### config.mk
export PLATFORM = sky130hd
export DESIGN_NAME = instr_fetch_buffer
export DESIGN_NICKNAME = d
export VERILOG_FILES = /design/src/rtl/fetch_pkg.sv /design/src/rtl/instr_fifo.sv /design/src/rtl/instr_fetch_buffer.sv
export SDC_FILE = /design/constraint.sdc
export NUM_CORES = 1
export LEC_CHECK = 0
export ABC_AREA = 1
export CELL_PAD_IN_SITES_DETAIL_PLACEMENT = 2
export CELL_PAD_IN_SITES_GLOBAL_PLACEMENT = 2
export CORE_ASPECT_RATIO = 0.8
export CORE_MARGIN = 4
export CORE_UTILIZATION = 38
export CTS_CLUSTER_SIZE = 8
export DETAILED_ROUTE_END_ITERATION = 16
export GPL_ROUTABILITY_DRIVEN = 0
export PLACE_DENSITY_LB_ADDON = 0.1
export RECOVER_POWER = 25
export SETUP_SLACK_MARGIN = 0.2
export SLEW_MARGIN = 20
export SYNTH_ARGS = -nofsm -noshare
export SYNTH_HDL_FRONTEND = slang
export SYNTH_SLANG_ARGS = --single-unit
### constraint.sdc
create_clock -name clk -period 3.13 [get_ports clk]
set_clock_uncertainty 0.2 [all_clocks]
set_input_delay 0.626 -clock clk [delete_from_list [all_inputs] [get_ports clk]]
set_output_delay 0.626 -clock clk [all_outputs]
set_load 0.02 [all_outputs]
### src/rtl/fetch_pkg.sv
// Shared definitions for the instruction fetch front-end: data widths,
// the default de-scramble mask, the assembly FSM encoding and the opcode
// values shared with the compute unit.
package fetch_pkg;

    localparam int INSTR_W = 16;
    localparam int BYTE_W  = 8;

    localparam logic [INSTR_W-1:0] DEFAULT_MASK = 16'hAAAF;

    // Assembly FSM encoding
    localparam logic [0:0] ST_HI = 1'b0;  // awaiting high byte
    localparam logic [0:0] ST_LO = 1'b1;  // high byte held, awaiting low byte

    // Opcodes understood by the compute unit
    localparam logic [3:0] OP_NOP  = 4'd0;
    localparam logic [3:0] OP_LOAD = 4'd1;
    localparam logic [3:0] OP_ADD  = 4'd2;
    localparam logic [3:0] OP_SUB  = 4'd3;
    localparam logic [3:0] OP_AND  = 4'd4;
    localparam logic [3:0] OP_OR   = 4'd5;
    localparam logic [3:0] OP_NOT  = 4'd6;
    localparam logic [3:0] OP_XOR  = 4'd7;

    // Joins a high/low byte pair into one instruction word.
    function automatic logic [INSTR_W-1:0] join_bytes(
        input logic [BYTE_W-1:0] hi,
        input logic [BYTE_W-1:0] lo
    );
        return {hi, lo};
    endfunction

endpackage

### src/rtl/instr_fifo.sv
// Synchronous show-ahead FIFO: the head word is visible on rdata_o whenever
// valid_o is high (and reads as zero otherwise). flush_i wins over push/pop.
module instr_fifo
    import fetch_pkg::*;
#(
    parameter int DEPTH = 4,
    parameter int WIDTH = INSTR_W
) (
    input  logic                     clk,
    input  logic                     rst,
    input  logic                     push_i,
    input  logic [WIDTH-1:0]         wdata_i,
    input  logic                     pop_i,
    input  logic                     flush_i,
    output logic [WIDTH-1:0]         rdata_o,
    output logic                     valid_o,
    output logic                     full_o,
    output logic [$clog2(DEPTH):0]   count_o
);

    localparam int AW = $clog2(DEPTH);
    localparam int CW = AW + 1;

    logic [WIDTH-1:0] mem_q [DEPTH];
    logic [AW-1:0]    wr_ptr_q, wr_ptr_d;
    logic [AW-1:0]    rd_ptr_q, rd_ptr_d;
    logic [CW-1:0]    count_q,  count_d;
    logic             do_push, do_pop;

    assign valid_o = (count_q != '0);
    assign full_o  = (count_q == CW'(DEPTH));
    assign count_o = count_q;
    assign rdata_o = valid_o ? mem_q[rd_ptr_q] : '0;

    assign do_push = push_i & ~flush_i & ~full_o;
    assign do_pop  = pop_i  & ~flush_i & valid_o;

    // Next-state for pointers and occupancy; pointers wrap naturally (DEPTH is 2^n)
    always_comb begin
        // NOTE: every combinational output gets a default first so no latch is inferred.
        wr_ptr_d = wr_ptr_q;
        rd_ptr_d = rd_ptr_q;
        count_d  = count_q;
        if (flush_i) begin
            wr_ptr_d = '0;
            rd_ptr_d = '0;
            count_d  = '0;
        end else begin
            if (do_push) wr_ptr_d = wr_ptr_q + 1'b1;
            if (do_pop)  rd_ptr_d = rd_ptr_q + 1'b1;
            case ({do_push, do_pop})
                2'b10:   count_d = count_q + 1'b1;
                2'b01:   count_d = count_q - 1'b1;
                default: count_d = count_q;
            endcase
        end
    end

    // Control state register
    always_ff @(posedge clk or posedge rst) begin
        // NOTE: sequential state uses non-blocking assignments only.
        if (rst) begin
            wr_ptr_q <= '0;
            rd_ptr_q <= '0;
            count_q  <= '0;
        end else begin
            wr_ptr_q <= wr_ptr_d;
            rd_ptr_q <= rd_ptr_d;
            count_q  <= count_d;
        end
    end

    // Storage write port
    always_ff @(posedge clk) begin
        // NOTE: storage is deliberately left unreset; valid_o masks stale contents.
        if (do_push) mem_q[wr_ptr_q] <= wdata_i;
    end

endmodule

### src/rtl/instr_fetch_buffer.sv
// Instruction fetch buffer: assembles 16-bit words from a high-byte-first
// byte stream, optionally XOR de-scrambles them and queues them for the
// compute unit. Define DESCRAMBLE_EN to store {hi,lo} ^ MASK instead of
// the raw word.
module instr_fetch_buffer
    import fetch_pkg::*;
#(
    parameter int               DEPTH = 4,
    parameter logic [INSTR_W-1:0] MASK = DEFAULT_MASK
) (
    input  logic                   clk,
    input  logic                   rst,
    input  logic                   ena,
    input  logic [BYTE_W-1:0]      byte_in,
    input  logic                   byte_valid,
    output logic                   byte_ready,
    output logic [INSTR_W-1:0]     instr_out,
    output logic                   instr_valid,
    input  logic                   instr_ready,
    input  logic                   flush,
    output logic [$clog2(DEPTH):0] count,
    output logic                   drop_err
);

`ifdef DESCRAMBLE_EN
    localparam bit DESCRAMBLE = 1'b1;
`else
    localparam bit DESCRAMBLE = 1'b0;
`endif
    // Zero mask when de-scrambling is compiled out, so the XOR is a no-op.
    localparam logic [INSTR_W-1:0] XOR_MASK = MASK & {INSTR_W{DESCRAMBLE}};

    logic [0:0]        state_q, state_d;
    logic [BYTE_W-1:0] hi_q, hi_d;
    logic              drop_q, drop_d;
    logic              fifo_full;
    logic              accept, push;
    logic [INSTR_W-1:0] word;

    // byte_ready is purely a function of registered state, ena and rst;
    // it never looks at instr_ready, so a pop does not ripple back here.
    assign byte_ready = ~rst & ena & ((state_q == ST_HI) | ~fifo_full);
    assign accept     = byte_valid & byte_ready;
    assign push       = accept & (state_q == ST_LO) & ~flush;
    assign word       = join_bytes(hi_q, byte_in) ^ XOR_MASK;
    assign drop_err   = drop_q;

    // Assembly FSM next-state and sticky overflow flag
    always_comb begin
        state_d = state_q;
        hi_d    = hi_q;
        drop_d  = drop_q | (ena & byte_valid & ~byte_ready);
        if (flush) begin
            state_d = ST_HI;
            hi_d    = '0;
        end else if (accept) begin
            if (state_q == ST_HI) begin
                hi_d    = byte_in;
                state_d = ST_LO;
            end else begin
                state_d = ST_HI;
            end
        end
    end

    // FSM, held high byte and drop flag registers
    always_ff @(posedge clk or posedge rst) begin
        if (rst) begin
            state_q <= ST_HI;
            hi_q    <= '0;
            drop_q  <= 1'b0;
        end else begin
            state_q <= state_d;
            hi_q    <= hi_d;
            drop_q  <= drop_d;
        end
    end

    instr_fifo #(
        .DEPTH (DEPTH),
        .WIDTH (INSTR_W)
    ) u_fifo (
        .clk     (clk),
        .rst     (rst),
        .push_i  (push),
        .wdata_i (word),
        .pop_i   (instr_ready),
        .flush_i (flush),
        .rdata_o (instr_out),
        .valid_o (instr_valid),
        .full_o  (fifo_full),
        .count_o (count)
    );

endmodule

==> run metrics, run 1 <==
register area share after synthesis 67.6%; H-tree depth 3; commonest cells in the synthesized netlist 69 x nor2_1, 64 x edfxtp_1, 39 x o21ai_0; top_reg_cell synth edfxtp_1; Area Growth Syn to Fin 23.3%; Starting Density 39.9%; max_cap viols 0; outcome finished, final reports clean; vias in the first global route 2627; share of cells above drive strength 1 13.5%; Synthesis Warnings 0; kind of critical path primary input to primary output; worst-case clock buffer depth 2; RSZ-0062 raised after global routing no; Slew Viols, Final 0; Startpoint Class primary input; number of enable flip-flop cells after synthesis 64; Port Buffers 35; Clock Root Buffer clkbuf_16; Hold Slack 0.294 ns; power per cell area 767 nW/um^2; Worst EP arrival 2.03 ns; n_diodes 0; final hold vios 0; post-DP HPWL 5.66 mm; Worst Path Max Fanout 3; Core Box Area 8710 um^2; Max Fclk 350 MHz; Routed WL per cell 19.0 um; I/O Pins 36; CTS Hold Bufs 0; Netlist Area Pre-Place 3470 um^2; Synth area leader edfxtp_1; DR iter-0 viols 147; ys async rst share 21.0%; flops & latches, synth 81; Final Power 3.29 mW; CTS tree yes; row count 30; Total Die Area 10700 um^2; Total GRT Usage 17.7%; post-route cell area 4280 um^2; final period utilization 91.3%; Overflow after GRT 0; setup_tns 0 ns; CTS Buf Count 9; CP max stage delay 0.59 ns; drt first pass iters 4; top-area cell type share of the netlist area 55.3%; vias per cell 5.09; global-route wire length before repair 14.0 mm; Worst-Margin Slew 0.765 ns; slew margin rel. 48.9%; crit path cell chain clkdlybuf4s50_1, inv_1, nor2_4, nand2_2, inv_1, clkdlybuf4s50_1; Synth area leaders edfxtp_1 55%, dfrtp_1 12%, nor2_1 7.5%, o21ai_0 5.6%, inv_1 2.7%; count leader, synth nor2_1; Die X-Extent 115 um; CP Data Required Time 2.30 ns; Final ANT Viol Nets 0; VDD IR max 0.302 mV; Nets 363; worst min path class register to register; Cell Area, Placed 3970 um^2; final setup fails 0; Lkg Pwr 1.79 nW; type of destination of the critical path primary output; Die Y 93.5 um; Post-Route WL 8.76 mm; Clock transition at path regs 0.06 ns; Yosys cell types 28; Final Util 49.2%; FILL cells 871; antenna violations before repair 0; Mapped Cells 301; clk sink count 81; post-synth net total 320; Clk Latency, worst-skew pair 0.34 ns; via count 2346; pin count of the biggest net entering global routing 22; min cycle time layout 2.86 ns; slowest CP cell clkdlybuf4s50_1; Syn Area/Cell 11.5 um^2; DRC Markers 0
==> layout by cell type, fill, tap and decap left out <==
master / n
a21oi_1: 17
a31o_2: 1
buf_4: 10
clkbuf_16: 9
clkdlybuf4s50_1: 15
clkinv_2: 1
clkinv_4: 1
clkinvlp_4: 3
dfrtp_1: 15
dfrtp_2: 2
dlygate4sd2_1: 3
dlygate4sd3_1: 4
dlymetal6s2s_1: 13
edfxtp_1: 64
fa_1: 1
ha_1: 4
inv_1: 25
inv_2: 1
inv_4: 2
inv_6: 3
nand2_1: 9
nand2_2: 2
nand2_4: 4
nand3_1: 15
nand3_2: 2
nand3_4: 1
nand4_1: 1
nand4_4: 1
nor2_1: 69
nor2_2: 1
nor2_4: 2
nor2_8: 1
o21ai_0: 39
o21ai_1: 7
xnor2_1: 1
==> power by group <==
part	switching (mW)	internal (mW)
logic	0.662	0.399
clock network	0.438	0.542
registers	0.0553	1.19
total	1.15	2.13
==> what timing repair did <==
item | in CTS | in global routing
setup buffers | 0 | 0
gates resized for setup | 8 | 13
endpoints found under the setup margin | 16 | 13
==> cell families (layout without fill, tap and decap cells) <==
family                     Yosys count  in the layout  share of synthesized area, %
buffers and inverters               42             90                          5.33
and+or+nand+nor                    108            108                          15.5
AOI/OAI and AO/OA                   64             64                          9.33
DFF                                 81             81                          67.6
xor gates and xnor gates             1              1                         0.252
adders and majority gates            5              5                          2.02
==> routing by layer <==
metal  vias to the layer above  global-route usage [%]  routed length, um
li1                       1114                       -                  -
met1                      1177                    21.7               3870
met2                        43                    30.5               4470
met3                        12                    4.59                316
met4                         0                    5.28                101
met5                         -                       0                  0
==> stage by stage <==
step                instances  setup WS (ns)
global route              461          0.219
floorplan                 301          0.717
detailed placement        445          0.263
CTS                       461          0.169
finish                    461          0.274
global placement          445          0.287
==> critical path: cells and delay by family <==
family                 cells  cell delay (ns)
buffers and inverters      4             1.19
AND/OR/NAND/NOR            2             0.21
==> cell type report <==
cell class	instances	area, um^2	area share (%)
Timing Repair Buffer	45	454	10.6
Tap cell	112	140	3.27
Inverter	29	119	2.77
Clock inverter	7	53.8	1.26
Sequential cell	81	2350	54.8
Clock buffer	9	225	5.26
Multi-Input combinational cell	178	942	22.0
==> flip-flops by register name, summed over array words and instances (netlist names) <==
register         cells
u_fifo.mem_q        64
hi_q                 8
u_fifo.count_o       3
u_fifo.rd_ptr_q      2
u_fifo.wr_ptr_q      2
drop_err             1
state_q              1
==> final timing paths <==
check,start,to,slack (ns),cells after the start
max reg2reg,u_fifo.count_o[0],u_fifo.count_o[2],0.74,13
min,drop_err,drop_err,0.29,1
min in group asynchronous,rst,drop_err,0.61,2
max,ena,byte_ready,0.27,6
max in group asynchronous,rst,u_fifo.rd_ptr_q[1],1.58,2
min reg2reg,drop_err,drop_err,0.29,1
Note: power is estimated with default switching activity, not from simulation.
==> inputs of run 2 (changes only) <==
--- a/config.mk
+++ b/config.mk
@@ -5,15 +5,16 @@
 export SDC_FILE = /design/constraint.sdc
 export NUM_CORES = 1
 export LEC_CHECK = 0
-export ABC_AREA = 1
+export ABC_AREA = 0
 export CELL_PAD_IN_SITES_DETAIL_PLACEMENT = 2
 export CELL_PAD_IN_SITES_GLOBAL_PLACEMENT = 2
 export CORE_ASPECT_RATIO = 0.8
 export CORE_MARGIN = 4
-export CORE_UTILIZATION = 38
+export CORE_UTILIZATION = 42
 export CTS_CLUSTER_SIZE = 8
 export DETAILED_ROUTE_END_ITERATION = 16
 export GPL_ROUTABILITY_DRIVEN = 0
+export MAX_ROUTING_LAYER = met4
 export PLACE_DENSITY_LB_ADDON = 0.1
 export RECOVER_POWER = 25
 export SETUP_SLACK_MARGIN = 0.2
==> run 2 against run 1 <==
Critical endpoint is now instr_out[1]; combinational power down 84%; highest routed layer unchanged; maximum frequency up 2.8%; die area down 11%; critical path type is now register to primary output; via count down 21%; global-route usage up 0.17 points.
==> run metrics, run 2 <==
Yosys cell types 35 (+25%); post-route cell area 4150 um^2 (-3.2%); DP Cell Count 340 (-24%); Nets 262 (-28%); Area Growth Syn to Fin 22.4%; kind of critical path register to primary output; Final ANT Viol Nets 0 (unchanged); combinational power share 8.5% (-24 points); r2r setup slk 0.57 ns (-0.17 ns); number of enable flip-flop cells after synthesis 64 (unchanged); VDD IR max 0.281 mV (-6.9%); Worst-Margin Slew 1.04 ns (+0.278 ns); top-area cell type share of the netlist area 56.7% (+1.4 points); Cell Area, Placed 3980 um^2 (+0.32%); clock network fraction of design power 33.5% (+3.7 points); Mapped Cells 191 (-37%); Clk Latency, worst-skew pair 0.34 ns (about the same); max_cap viols 0 (unchanged); share of cells above drive strength 1 21.4% (+7.9 points); Port Buffers 35 (unchanged); outcome finished, final reports clean; register area share after synthesis 69.3% (+1.7 points); worst-case clock buffer depth 2 (unchanged); Syn Area/Cell 17.7 um^2 (+54%); min cycle time layout 2.78 ns (-0.0779 ns); final hold vios 0 (unchanged); Synth area leaders edfxtp_1 57%, dfrtp_1 13%, mux4_2 11%, and2_1 3.7%, mux2i_1 3.0%; CP Data Required Time 2.30 ns (about the same); Core Box Area 7910 um^2 (-9.2%); number of flip-flops in the largest register 64 (unchanged); Synthesis Warnings 0 (unchanged); RSZ-0062 raised after global routing no; Layout Cells excl Fill 356 (-23%); Final Power 2.03 mW (-38%); Final Util 52.5% (+3.3 points); post-DP HPWL 5.02 mm (-11%); critical path startpoint u_fifo.rd_ptr_q[0]; count leader, synth edfxtp_1; via count 1849 (-21%); n_diodes 0 (unchanged); Netlist Area Pre-Place 3390 um^2 (-2.4%); row count 29 (-3.3%); Max Fclk 360 MHz (+2.8%); Reg2Reg Depth 8 (-5); setup_tns 0 ns (unchanged); H-tree depth 3 (unchanged); global-route wire length before repair 12.0 mm (-15%); Clock Root Buffer clkbuf_8; Routed WL per cell 20.9 um (+9.7%); Die Y 88.4 um (-5.5%); type of destination of the critical path primary output; CTS tree yes; worst min path class register to register; Biggest register u_fifo.mem_q; Total Die Area 9580 um^2 (-11%); Worst EP arrival 1.95 ns (-0.08 ns); critical register-to-register path endpoint u_fifo.count_o[2]; commonest cells in the synthesized netlist 64 x edfxtp_1, 20 x and2_1, 17 x dfrtp_1; Reg power frac 58.0% (+20 points); Hold Crit Start drop_err; final setup fails 0 (unchanged); Min-Delay Path Depth 1 (unchanged); clk sink count 81 (unchanged); DR iter-0 viols 68 (-54%); sw power 0.489 mW (-58%); antenna violations before repair 0 (unchanged); Lkg Pwr 1.53 nW (-14%); drt first pass iters 4 (unchanged); Die X-Extent 108 um (-5.6%); Overflow after GRT 0 (unchanged); DRC Markers 0 (unchanged); most frequent cells in the layout 64 x edfxtp_1, 20 x and2_1, 17 x dfrtp_1; power per cell area 488 nW/um^2 (-36%); Post-Route WL 7.42 mm (-15%); Reg area 2350 um^2 (-0.11%); CTS Buf Count 9 (unchanged); CTS Hold Bufs 0 (unchanged); vias in the first global route 2081 (-21%); I/O Pins 36 (unchanged); multi-input gate area in the final layout 978 um^2 (+3.9%); Hold EP drop_err; vias per cell 5.19 (+2.1%); postcts setup bufs 0 (unchanged); Starting Density 42.9% (+3.0 points); Internal Dissipation 1.54 mW (-28%); flops & latches, synth 81 (unchanged); post-synth net total 210 (-34%); switching share of power 24.1% (-11 points); Worst Path Max Fanout 13 (+10); FILL cells 748 (-14%); ys async rst share 21.0% (unchanged); Total GRT Usage 17.8% (+0.17 points); final period utilization 88.8% (-2.5 points); commonest non-fill, non-tap cell in the layout edfxtp_1; slew margin rel. 30.5% (-18 points); Startpoint Class register; Slew Viols, Final 0 (unchanged); Synth area leader edfxtp_1; pin count of the biggest net entering global routing 20 (-9.1%); reg-to-reg critical path startpoint u_fifo.count_o[0]; Clock transition at path regs 0.08 ns (+0.02 ns); top_reg_cell synth edfxtp_1
-- run 2: cell count changes in the layout (fill, tap and decap cells not counted), moves of 13 or more --
cell,previous run,this run
mux4_2,0,16
nor2_1,69,14
inv_1,25,4
o21ai_0,39,1
a21oi_1,17,0
nand3_1,15,2
dlygate4sd2_1,3,16
and2_1,0,20
-- run 2: area by class of cell --
type                       instances  area share (%)
tap                              108            3.26
inverter                           4           0.362
clock buffer                       9            2.99
sequential                        81            56.6
multi-input combinational         96            23.6
timing repair buffer              51            12.0
clock inverter                     7            1.21
-- run 2: worst max path at each step --
stage                         end  slack [ns]
2_1_floorplan  u_fifo.mem_q[0][0]        0.72
3_3_place_gp           byte_ready        0.24
3_5_place_dp           byte_ready        0.09
4_1_cts              instr_out[4]        0.11
5_1_grt              instr_out[9]        0.25
6_report             instr_out[1]        0.35
-- run 2: what timing repair did --
| action | CTS | global route |
|---|---|---|
| resized for setup | 20 | 1 |
| endpoints found under the hold margin | 0 | 0 |
| setup endpoints to repair | 18 | 1 |
-- run 2: stage by stage --
| step | setup slack (ns) | hold WS [ns] |
|---|---|---|
| 4_1_cts | 0.105 | 0.289 |
| 2_1_floorplan | 0.716 | 0.275 |
| 6_report | 0.351 | 0.281 |
| 3_5_place_dp | 0.0871 | 0.269 |
| 3_3_place_gp | 0.235 | 0.259 |
| 5_1_grt | 0.254 | 0.325 |
-- run 2: cell families after synthesis --
logic type,share of synthesized area [%]
flops,69.3
simple gates,8.71
mux,14.0
buf+inv,2.21
compound gates,2.14
fa+ha+maj,2.07
xor+xnor,1.59
-- run 2: layer usage --
| layer | routed length [um] | vias up | track usage [%] |
|---|---|---|---|
| met5 | 0 | - | - |
| met3 | 289 | 8 | 4.52 |
| met1 | 3110 | 972 | 21.6 |
| met2 | 3980 | 36 | 30.2 |
| met4 | 51 | 0 | 4.47 |
| li1 | - | 833 | - |
-- run 2: critical path, stage by stage, from the launching register on --
cell	delay (ns)
dfrtp_1	0.41
buf_12	0.19
mux4_2	0.50
and2_1	0.18
dlygate4sd2_1	0.32
-- run 2: power by group through the flow --
stage | registers [mW] | clock network, mW | logic (mW)
floorplan | 1.20 | 0 | 0.0985
global placement | 1.20 | 0 | 0.178
detailed placement | 1.20 | 0 | 0.185
CTS | 1.17 | 0.710 | 0.179
global route | 1.18 | 0.752 | 0.188
finish | 1.17 | 0.678 | 0.173
==> inputs of run 3 (changes only) <==
--- a/config.mk
+++ b/config.mk
@@ -18,7 +18,6 @@
 export PLACE_DENSITY_LB_ADDON = 0.1
 export RECOVER_POWER = 25
 export SETUP_SLACK_MARGIN = 0.2
-export SLEW_MARGIN = 20
 export SYNTH_ARGS = -nofsm -noshare
 export SYNTH_HDL_FRONTEND = slang
 export SYNTH_SLANG_ARGS = --single-unit
==> results of run 3 <==
The final DEF is identical to that of run 2; final timing and power are the same.
